## src/rtl/mouse_pos_bcd_if.sv

```systemverilog
// ---------------------------------------------------------------------------
// mouse_pos_bcd_if
//   Bundle between the PS/2 mouse position logic and the BCD converter that
//   feeds the seven-segment decoders.
//
//   master : drives x_pos, y_pos, refresh; receives digits and status.
//   slave  : the converter; receives the position, drives digits/status.
//
//   x_pos, y_pos     WIDTH  binned position
//   refresh          1      force a conversion with unchanged inputs
//   x/y_ones/tens/hund 4    BCD digits per axis
//   x_ovf, y_ovf     1      captured value exceeded the saturation limit
//   valid            1      one-cycle strobe when new digits are registered
//   busy             1      conversion in progress
// ---------------------------------------------------------------------------
interface mouse_pos_bcd_if #(
  parameter int WIDTH = 11
);
  logic [WIDTH-1:0] x_pos;
  logic [WIDTH-1:0] y_pos;
  logic             refresh;
  logic [3:0]       x_ones, x_tens, x_hund;
  logic [3:0]       y_ones, y_tens, y_hund;
  logic             x_ovf, y_ovf;
  logic             valid;
  logic             busy;

  modport master (
    output x_pos, y_pos, refresh,
    input  x_ones, x_tens, x_hund, y_ones, y_tens, y_hund,
    input  x_ovf, y_ovf, valid, busy
  );

  modport slave (
    input  x_pos, y_pos, refresh,
    output x_ones, x_tens, x_hund, y_ones, y_tens, y_hund,
    output x_ovf, y_ovf, valid, busy
  );
endinterface

```

## src/rtl/mouse_pos_bcd.sv

```systemverilog
// ---------------------------------------------------------------------------
// mouse_pos_bcd
//   Sequential binary-to-BCD converter for the mouse x/y position. When
//   either coordinate changes (or refresh is pulsed, or after reset) both
//   axes are converted in parallel with shift-and-add-3, one bit per clock,
//   and three decimal digits per axis are registered with a valid strobe.
//
//   Ports:
//     clk  system clock
//     clr  asynchronous active-low reset
//     bus  mouse_pos_bcd_if.slave (position in, digits/status out)
//
//   Timing: start edge E0 in IDLE, shifts on E1..E(WIDTH), outputs and valid
//   on E(WIDTH+1). Minimum conversion period is WIDTH+2 cycles.
// ---------------------------------------------------------------------------
module mouse_pos_bcd #(
  parameter int WIDTH = 11,
  parameter int SAT   = 999
) (
  input  logic                clk,
  input  logic                clr,
  mouse_pos_bcd_if.slave      bus
);

  localparam int               SRW   = 12 + WIDTH;
  localparam int               CNT_W = $clog2(WIDTH + 1);
  localparam logic [WIDTH-1:0] SAT_W = WIDTH'(SAT);
  localparam logic [CNT_W-1:0] LAST  = CNT_W'(WIDTH - 1);

  typedef enum logic [1:0] {
    IDLE,
    SHIFT,
    DONE
  } state_t;

  state_t           state;
  logic [SRW-1:0]   sr_x, sr_y;
  logic [WIDTH-1:0] raw_x, raw_y;
  logic [WIDTH-1:0] last_x, last_y;
  logic             ovf_x, ovf_y;
  logic             pending;
  logic [CNT_W-1:0] cnt;

  function automatic logic [WIDTH-1:0] saturate(input logic [WIDTH-1:0] v);
    return (v > SAT_W) ? SAT_W : v;
  endfunction

  // One double-dabble iteration: correct every BCD nibble that would
  // overflow past 9 when doubled, then shift the whole register left.
  function automatic logic [SRW-1:0] dabble_step(input logic [SRW-1:0] sr);
    logic [SRW-1:0] t;
    logic [3:0]     nib;
    // NOTE: blocking '=' is right here -- t and nib are function-local
    // temporaries evaluated in order, not clocked state.
    t = sr;
    for (int d = 0; d < 3; d++) begin
      nib = t[WIDTH + 4*d +: 4];
      if (nib >= 4'd5) nib = nib + 4'd3;  // 4-bit add, no carry out
      t[WIDTH + 4*d +: 4] = nib;
    end
    return {t[SRW-2:0], 1'b0};
  endfunction

  logic start;
  assign start = (bus.x_pos != last_x) || (bus.y_pos != last_y) ||
                 bus.refresh || pending;

  // NOTE: clocked state uses non-blocking '<=' so every register samples
  // the pre-edge values of its neighbours, independent of statement order.
  always_ff @(posedge clk or negedge clr) begin
    if (!clr) begin
      state      <= IDLE;
      sr_x       <= '0;
      sr_y       <= '0;
      raw_x      <= '0;
      raw_y      <= '0;
      last_x     <= '0;
      last_y     <= '0;
      ovf_x      <= 1'b0;
      ovf_y      <= 1'b0;
      pending    <= 1'b1;  // guarantees exactly one conversion after reset
      cnt        <= '0;
      bus.x_ones <= '0;
      bus.x_tens <= '0;
      bus.x_hund <= '0;
      bus.y_ones <= '0;
      bus.y_tens <= '0;
      bus.y_hund <= '0;
      bus.x_ovf  <= 1'b0;
      bus.y_ovf  <= 1'b0;
      bus.valid  <= 1'b0;
      bus.busy   <= 1'b0;
    end else begin
      bus.valid <= 1'b0;
      unique case (state)
        IDLE: begin
          if (start) begin
            sr_x     <= {12'd0, saturate(bus.x_pos)};
            sr_y     <= {12'd0, saturate(bus.y_pos)};
            raw_x    <= bus.x_pos;
            raw_y    <= bus.y_pos;
            ovf_x    <= (bus.x_pos > SAT_W);
            ovf_y    <= (bus.y_pos > SAT_W);
            pending  <= 1'b0;
            cnt      <= '0;
            bus.busy <= 1'b1;
            state    <= SHIFT;
          end
        end
        SHIFT: begin
          sr_x <= dabble_step(sr_x);
          sr_y <= dabble_step(sr_y);
          cnt  <= cnt + 1'b1;
          if (cnt == LAST) state <= DONE;
        end
        DONE: begin
          bus.x_ones <= sr_x[WIDTH +: 4];
          bus.x_tens <= sr_x[WIDTH + 4 +: 4];
          bus.x_hund <= sr_x[WIDTH + 8 +: 4];
          bus.y_ones <= sr_y[WIDTH +: 4];
          bus.y_tens <= sr_y[WIDTH + 4 +: 4];
          bus.y_hund <= sr_y[WIDTH + 8 +: 4];
          bus.x_ovf  <= ovf_x;
          bus.y_ovf  <= ovf_y;
          // Raw (unsaturated) values, so 1500 -> 1600 still retriggers.
          last_x     <= raw_x;
          last_y     <= raw_y;
          bus.valid  <= 1'b1;
          bus.busy   <= 1'b0;
          state      <= IDLE;
        end
        default: state <= IDLE;
      endcase
    end
  end

endmodule

```

## src/flat_wrapper.sv

```systemverilog
// flat-port wrapper written by rule: the top's interface ports become plain ports
module mouse_pos_bcd_flat 
#(
  parameter int WIDTH = 11,
  parameter int SAT   = 999
)
  (clk, clr, bus_x_pos, bus_y_pos, bus_refresh, bus_x_ones, bus_x_tens, bus_x_hund, bus_y_ones, bus_y_tens, bus_y_hund, bus_x_ovf, bus_y_ovf, bus_valid, bus_busy);
  mouse_pos_bcd_if #(.WIDTH(WIDTH)) bus_i ();
  input  logic clk;
  input  logic clr;
  input wire logic [$bits(bus_i.x_pos)-1:0] bus_x_pos;
  input wire logic [$bits(bus_i.y_pos)-1:0] bus_y_pos;
  input wire logic [$bits(bus_i.refresh)-1:0] bus_refresh;
  output wire logic [$bits(bus_i.x_ones)-1:0] bus_x_ones;
  output wire logic [$bits(bus_i.x_tens)-1:0] bus_x_tens;
  output wire logic [$bits(bus_i.x_hund)-1:0] bus_x_hund;
  output wire logic [$bits(bus_i.y_ones)-1:0] bus_y_ones;
  output wire logic [$bits(bus_i.y_tens)-1:0] bus_y_tens;
  output wire logic [$bits(bus_i.y_hund)-1:0] bus_y_hund;
  output wire logic [$bits(bus_i.x_ovf)-1:0] bus_x_ovf;
  output wire logic [$bits(bus_i.y_ovf)-1:0] bus_y_ovf;
  output wire logic [$bits(bus_i.valid)-1:0] bus_valid;
  output wire logic [$bits(bus_i.busy)-1:0] bus_busy;
  assign bus_i.x_pos = bus_x_pos;
  assign bus_i.y_pos = bus_y_pos;
  assign bus_i.refresh = bus_refresh;
  assign bus_x_ones = bus_i.x_ones;
  assign bus_x_tens = bus_i.x_tens;
  assign bus_x_hund = bus_i.x_hund;
  assign bus_y_ones = bus_i.y_ones;
  assign bus_y_tens = bus_i.y_tens;
  assign bus_y_hund = bus_i.y_hund;
  assign bus_x_ovf = bus_i.x_ovf;
  assign bus_y_ovf = bus_i.y_ovf;
  assign bus_valid = bus_i.valid;
  assign bus_busy = bus_i.busy;
  mouse_pos_bcd #(.WIDTH(WIDTH), .SAT(SAT)) u_core (.clk(clk), .clr(clr), .bus(bus_i));
endmodule
```

## config.mk

```make
export PLATFORM = sky130hd
export DESIGN_NAME = mouse_pos_bcd_flat
export DESIGN_NICKNAME = d
export VERILOG_FILES = /design/src/rtl/mouse_pos_bcd_if.sv /design/src/rtl/mouse_pos_bcd.sv /design/src/flat_wrapper.sv
export SDC_FILE = /design/constraint.sdc
export NUM_CORES = 1
export LEC_CHECK = 0
export CAP_MARGIN = 20
export CORE_MARGIN = 1
export CORE_UTILIZATION = 52
export DETAILED_ROUTE_END_ITERATION = 7
export GPL_TIMING_DRIVEN = 1
export PLACE_DENSITY = 0.8
export SETUP_SLACK_MARGIN = 0.15
export SLEW_MARGIN = 40
export SYNTH_ARGS = -nofsm -noshare
export SYNTH_HDL_FRONTEND = slang
export SYNTH_SLANG_ARGS = --single-unit
```

## constraint.sdc

```tcl
create_clock -name clk -period 2.3 [get_ports clk]
set_clock_uncertainty 0.1 [all_clocks]
set_input_delay 0.23 -clock clk [delete_from_list [all_inputs] [get_ports clk]]
set_output_delay 0.23 -clock clk [all_outputs]
set_load 0.02 [all_outputs]
```

==> results of run 1 <==
cell usage after synthesis, drive strengths merged:
library cell / count
clkbuf: 18
xor2: 10
o22ai: 9
o311ai: 1
o211ai: 3
a22oi: 2
o21ai: 26
o21bai: 2
nand2b: 10
dfstp: 1
buf: 8
and2: 2
a21oi: 23
o31ai: 1
a21o: 4
mux2: 31
a22o: 9
or4: 1
ha: 14
nor3: 7
xnor2: 24
nand2: 171
nor4: 3
a211oi: 2
o2bb2ai: 2
o32ai: 1
o221ai: 1
mux2i: 12
inv: 27
dfrtp: 126
nor2: 20
a32o: 3
nand4: 7
cells in the final DEF, fill, tap and decap left out, types with 3 or more instances in the layout:
cell               n
buf_6              7
a22o_1             9
xnor2_1           21
xnor2_2            3
a21oi_1            7
inv_1             26
clkbuf_16         17
clkdlybuf4s50_1   51
o211ai_1           3
clkinv_2           5
mux2_4            19
a21o_1             4
o21ai_0           25
nor2_1            20
nand4_1            7
mux2_2            12
a21oi_2           14
a32o_1             3
buf_4             45
o22ai_1            9
nand2b_1          10
mux2i_1           12
nor3_1             6
nand2_1          169
clkbuf_1           6
ha_1              14
buf_12             5
xor2_1            10
dfrtp_1          126
power breakdown:
group          total, mW  switching (mW)  internal [mW]
clock               2.58           0.936           1.64
sequential          4.03           0.778           3.26
combinational       4.51            2.29           2.22
total               11.1            4.00           7.12
what timing repair did:
item,4_1_cts,5_1_grt
hold buffers,1,0
pin swaps,2,4
buffers inserted,5,6
hold endpoints to repair,126,0
setup endpoints to repair,51,75
resized for setup,8,31
critical path, delay by kind of cell (launching register included):
| family | cells | cell delay, ns |
|---|---|---|
| AO/OA/AOI/OAI | 1 | 0.24 |
| XOR/XNOR | 1 | 0.19 |
| buffers and inverters | 1 | 0.19 |
| flip-flops | 1 | 0.41 |
| multiplexers | 1 | 0.35 |
| AND/OR/NAND/NOR | 2 | 0.81 |
metal layers:
metal,vias to the layer above,GRT usage [%]
li1,2128,-
met1,2366,33.61
met2,165,43.81
met3,47,5.967
met4,0,9.942
met5,-,0
sequential cells by signal (all words and copies together), names as in the netlist, 11 cells and up:
signal	cells
u_core.sr_x	23
u_core.sr_y	23
u_core.last_x	11
u_core.last_y	11
u_core.raw_x	11
u_core.raw_y	11
worst paths after layout:
path	to	slack (ns)	cells after the start
setup / recovery	u_core.sr_y[4]$_DFFE_PN0P_	-0.13	6
hold / removal	u_core.bus.y_ovf$_DFFE_PN0P_	0.09	2
setup reg to reg	u_core.sr_y[4]$_DFFE_PN0P_	-0.13	6
hold reg to reg	u_core.last_y[8]$_DFFE_PN0P_	0.37	2
max in group asynchronous	u_core.pending$_DFFE_PN1P_	1.37	3
min in group clk	u_core.last_y[8]$_DFFE_PN0P_	0.37	2
stage by stage:
step                      utilization (%)  worst slack, ns  setup TNS (ns)
after floorplan                         -           0.1079               0
after global placement              62.73          -0.3569          -15.14
after detailed placement            62.73          -0.4038          -17.15
after CTS                           68.67         0.003065               0
after global routing                70.31          -0.1465          -4.809
final                               70.31          -0.1250          -2.718
cell type report:
| cell class | instances | area, um2 | area share (%) |
|---|---|---|---|
| Multi-Input combinational cell | 401 | 2635 | 34.27 |
| Clock buffer | 25 | 475.5 | 6.184 |
| Clock inverter | 7 | 85.08 | 1.107 |
| Timing Repair Buffer | 109 | 1037 | 13.49 |
| Sequential cell | 127 | 3179 | 41.35 |
| Inverter | 27 | 101.3 | 1.318 |
| Tap cell | 140 | 175.2 | 2.278 |
logic make-up (layout without fill, tap and decap cells):
family                     count (synthesis)  after routing
AOI/OAI and AO/OA                         89             89
adders and majority gates                 14             14
buffers and inverters                     53            168
DFF                                      127            127
xor gates and xnor gates                  34             34
and+or+nand+nor                          221            221
muxes                                     43             43
==> impl_metrics.tcl, run 1 <==
set metrics [dict create \
    outcome "finished, violations left" \
    violations "setup timing" \
    path_max_fanout 8 \
    syn_avg_cell_area_um2 10.16 \
    clockRootBuffer "clkbuf_16" \
    n_antenna_cell 0 \
    synth_top_cell_by_area "dfrtp_1" \
    synth_top_family_by_area "simple AND/OR/NAND/NOR gates" \
    slowest_stage "or4_4" \
    worst_slack_ns -0.1250 \
    htree_levels 4 \
    grt_pass1_wl_mm 23.32 \
    grt_max_degree 74 \
    wl_mm 15.03 \
    gp_congestion 0.8749 \
    rsz0062_at_grt "true" \
    critPathMaxStageDelay_ns 0.63 \
    max_freq_mhz 412.4 \
    fp-row-count 38 \
    syn_inst 581 \
    muxShareOfSynthArea_pct 8.898 \
    drt-met1-wl_mm 6.371 \
    cts_buffer_depth 2 \
    n_fill_cell 733 \
    drc 0 \
    dr_wl_met3_um 774 \
    yosysUniqueCellTypes 39 \
    grt_remaining_overflow 0 \
    arrival_ns 2.62 \
    grt_pass1_vias 4729 \
    grtUsageTotal_pct 26.36 \
    antenna_left 0 \
    synthSimpleGateAreaFrac_pct 15.25 \
    hold_path.class "input pin to asynchronous set/reset pin" \
    yosysWarnings 0 \
    drive_above_1_share_pct 20.55 \
    initial_utilization_pct 54.00 \
    synth.net_count 620 \
    max-cap-violations 0 \
    die_x_um 108.6 \
    clk_pin_slew_ns 0.06 \
    dp_hpwl_mm 9.065 \
    crit_type "register to register" \
    p_per_area_nw_per_um2 1447 \
    yosys-top-cells-area "dfrtp_1 53%, nand2_1 11%, mux2_4 3.8%" \
    dr_wl_met2_mm 7.490 \
    p_total_mw 11.13 \
    synth.yosys.seq_area_share_pct 53.83 \
    cts_sinks 127 \
    period_share_pct 105.4 \
    firstDrtPassIters 5 \
    critPathLaunch "u_core.last_x[6]$_DFFE_PN0P_" \
    syn_area_um2 5906 \
    antenna_found_initial 0 \
    io_pins 53 \
    fin_nets 722 \
    avgViaCountPerCell 5.629 \
    yosys_register_bits 127 \
    detail_route.wl_per_cell_um 17.98 \
    finalSetupViolations 43 \
    holdWs_ns 0.08724 \
    die_h_um 108.6 \
    clk_latency_ns 0.42 \
    leakagePower_nw 3.607 \
    yosysTopAreaCellShare_pct 53.39 \
    ir_drop_v 0.0005415 \
    hold_viol 0 \
    crit_chain "xnor2_2 > nand4_1 > or4_4 > o31ai_4 > buf_6 > mux2_2" \
    max_slew_margin_pct 69.63 \
    synth_xor_area_share_pct 5.042 \
    min_period_ns 2.425 \
    start_kind "register" \
    dieArea_um2 11790 \
    synthAdderAreaFrac_pct 2.966 \
    post-place-cells 792 \
    synth_compound_area_share_pct 9.894 \
    vias 4706 \
    placed_area_um2 6860 \
    port_buffers 52 \
    dr.max_layer_used "met4" \
    drtIter0Drc 387 \
    final_cell_area_um2 7689 \
    cts_buffers 17 \
    synthToLayoutAreaGrowth_pct 30.19 \
    tightest_slew_ns 0.4556 \
    cts_tree "built" \
    final_cells 836 \
    r2r_start "u_core.last_x[6]$_DFFE_PN0P_" \
    coreArea_um2 10940 \
    drv_slew 0 \
    crit_required_ns 2.50 \
    critPathCaptureType "register" \
]
Power figures use the tool's default switching activity.
==> run 2: changes to the inputs <==
--- a/config.mk
+++ b/config.mk
@@ -11,6 +11,7 @@
 export DETAILED_ROUTE_END_ITERATION = 7
 export GPL_TIMING_DRIVEN = 1
 export PLACE_DENSITY = 0.8
+export REMOVE_ABC_BUFFERS = 1
 export SETUP_SLACK_MARGIN = 0.15
 export SLEW_MARGIN = 40
 export SYNTH_ARGS = -nofsm -noshare
==> run 2 against run 1 <==
- the flow still finishes with violations (setup timing)
- global-route usage is 0.16 points higher
- non-clock buffer count is 1 lower
- sequential cell count stayed put
- design area is 0.44% lower
- hold slack better by 0.16 ns
- wire length is 5.6% lower
- clock-buffer cell count stayed put
- total power is 1.9% lower
- maximum frequency is 3.5% higher
- clock power hardly changed
- sequential power hardly changed
==> impl_metrics.tcl, run 2 (synthesis gave the netlist of run 1 again) <==
set metrics [dict create \
    layout_common_cells "169 x nand2_1, 126 x dfrtp_1, 51 x clkdlybuf4s50_1" \
    grt_remaining_overflow 0 \
    grtUsageMet1_pct 32.56 \
    coreArea_um2 10940 \
    firstDrtPassIters 5 \
    holdWs_ns 0.2430 \
    critPathCaptureType "register" \
    p_per_area_nw_per_um2 1425 \
    start_kind "register" \
    finalSetupViolations 19 \
    wl_mm 14.19 \
    dieArea_um2 11790 \
    n_antenna_cell 0 \
    cts_buffer_depth 2 \
    worst_slack_ns -0.04269 \
    use_met2_pct 44.53 \
    synthToLayoutAreaGrowth_pct 29.62 \
    max-cap-violations 0 \
    cts_sinks 127 \
    dp_hpwl_mm 8.955 \
    initial_utilization_pct 54.00 \
    top_regs "u_core.sr_x x23, u_core.sr_y x23" \
    gp_congestion 0.8292 \
    n_fill_cell 789 \
    drv_slew 0 \
    max_freq_mhz 426.9 \
    clockRootBuffer "clkbuf_16" \
    htree_levels 4 \
    hold_viol 0 \
    fin_nets 721 \
    final_cells 835 \
    arrival_ns 2.54 \
    antenna_found_initial 0 \
    drc 0 \
    fin_setup_tns_ns -0.3307 \
    cts_buffers 17 \
    port_buffers 52 \
    ir_drop_v 0.0007505 \
    min_period_ns 2.343 \
    vias 4619 \
    ff_latch_area_um2 3179 \
    clk_pin_slew_ns 0.05 \
    rsz0062_at_grt "true" \
    leakagePower_nw 3.619 \
    hold_path.class "input pin to asynchronous set/reset pin" \
    io_pins 53 \
    drive_above_1_share_pct 18.13 \
    antenna_left 0 \
    drtIter0Drc 285 \
    fp-row-count 38 \
    path_max_fanout 15 \
    clk_latency_ns 0.41 \
    grtUsageTotal_pct 26.52 \
    max_slew_margin_pct 52.50 \
    avgViaCountPerCell 5.532 \
    grt_busiest_layer "met2" \
    outcome "finished, violations left" \
    grt_pass1_wl_mm 23.78 \
    violations "setup timing" \
    crit_required_ns 2.50 \
    post-place-cells 795 \
    gr-usage-met3_pct 6.691 \
    final_common_cell "nand2_1" \
    multi_input_area_um2 2556 \
    die_x_um 108.6 \
    period_share_pct 101.9 \
    die_h_um 108.6 \
    detail_route.wl_per_cell_um 16.99 \
    crit_type "register to register" \
    cts_tree "built" \
    grt_max_degree 51 \
    tightest_slew_ns 0.7126 \
    grt_pass1_vias 5024 \
]
## run 2: area by class of cell
cell class / instances / area share [%]
sequential: 127 / 41.53
multi-input combinational: 401 / 33.39
timing repair buffer: 108 / 14.14
clock buffer: 25 / 6.211
tap: 140 / 2.288
inverter: 27 / 1.324
clock inverter: 7 / 1.111
## run 2: layer usage
layer	vias to the layer above	share of wire [%]
li1	2133	-
met1	2319	43
met2	134	51
met3	33	4.3
met4	0	2.4
met5	-	0
## run 2: stage by stage
| step | setup slack, ns | total power [mW] | area (um2) | utilization [%] |
|---|---|---|---|---|
| after floorplan | -0.4510 | 6.545 | 5764 | - |
| after global placement | -0.3927 | 7.788 | 6895 | 63.05 |
| after detailed placement | -0.4214 | 8.070 | 6895 | 63.05 |
| after CTS | -0.03479 | 10.86 | 7637 | 69.84 |
| after global routing | -0.09913 | 11.58 | 7655 | 70.00 |
| final | -0.04269 | 10.91 | 7655 | 70.00 |
## run 2: worst max-delay path: stages (launching register included)
cell and delay [ns]:
dfrtp_1 0.39, xnor2_1 0.20, nand4_1 0.16, or4_4 0.61, o21ai_4 0.22, buf_12 0.20, mux2_2 0.34
## run 2: worst paths after layout
kind                                                     to  slack, ns                    startpoint  cells after the start
max                             u_core.raw_x[0]$_DFFE_PN0P_      -0.04  u_core.last_y[6]$_DFFE_PN0P_                      6
min                        u_core.bus.x_tens[0]$_DFFE_PN0P_       0.24                           clr                      2
max reg2reg                     u_core.raw_x[0]$_DFFE_PN0P_      -0.04  u_core.last_y[6]$_DFFE_PN0P_                      6
min reg2reg                    u_core.last_x[8]$_DFFE_PN0P_       0.36   u_core.raw_x[8]$_DFFE_PN0P_                      2
max in group asynchronous        u_core.pending$_DFFE_PN1P_       1.16                           clr                      3
min in group clk               u_core.last_x[8]$_DFFE_PN0P_       0.36   u_core.raw_x[8]$_DFFE_PN0P_                      2
## run 2: repair_timing
action,4_1_cts,5_1_grt
setup endpoints to repair,52,56
setup buffers,5,1
gates cloned,1,0
pin swaps,5,3
hold endpoints to repair,36,0
hold buffers,1,0
resized for setup,24,3
## run 2: where the power goes
group	switching [mW]	leakage (nW)	internal, mW	total [mW]
clock	0.919	0.279	1.64	2.56
combinational	2.16	1.79	2.19	4.35
sequential	0.743	1.55	3.26	4.00
total	3.83	3.62	7.08	10.9
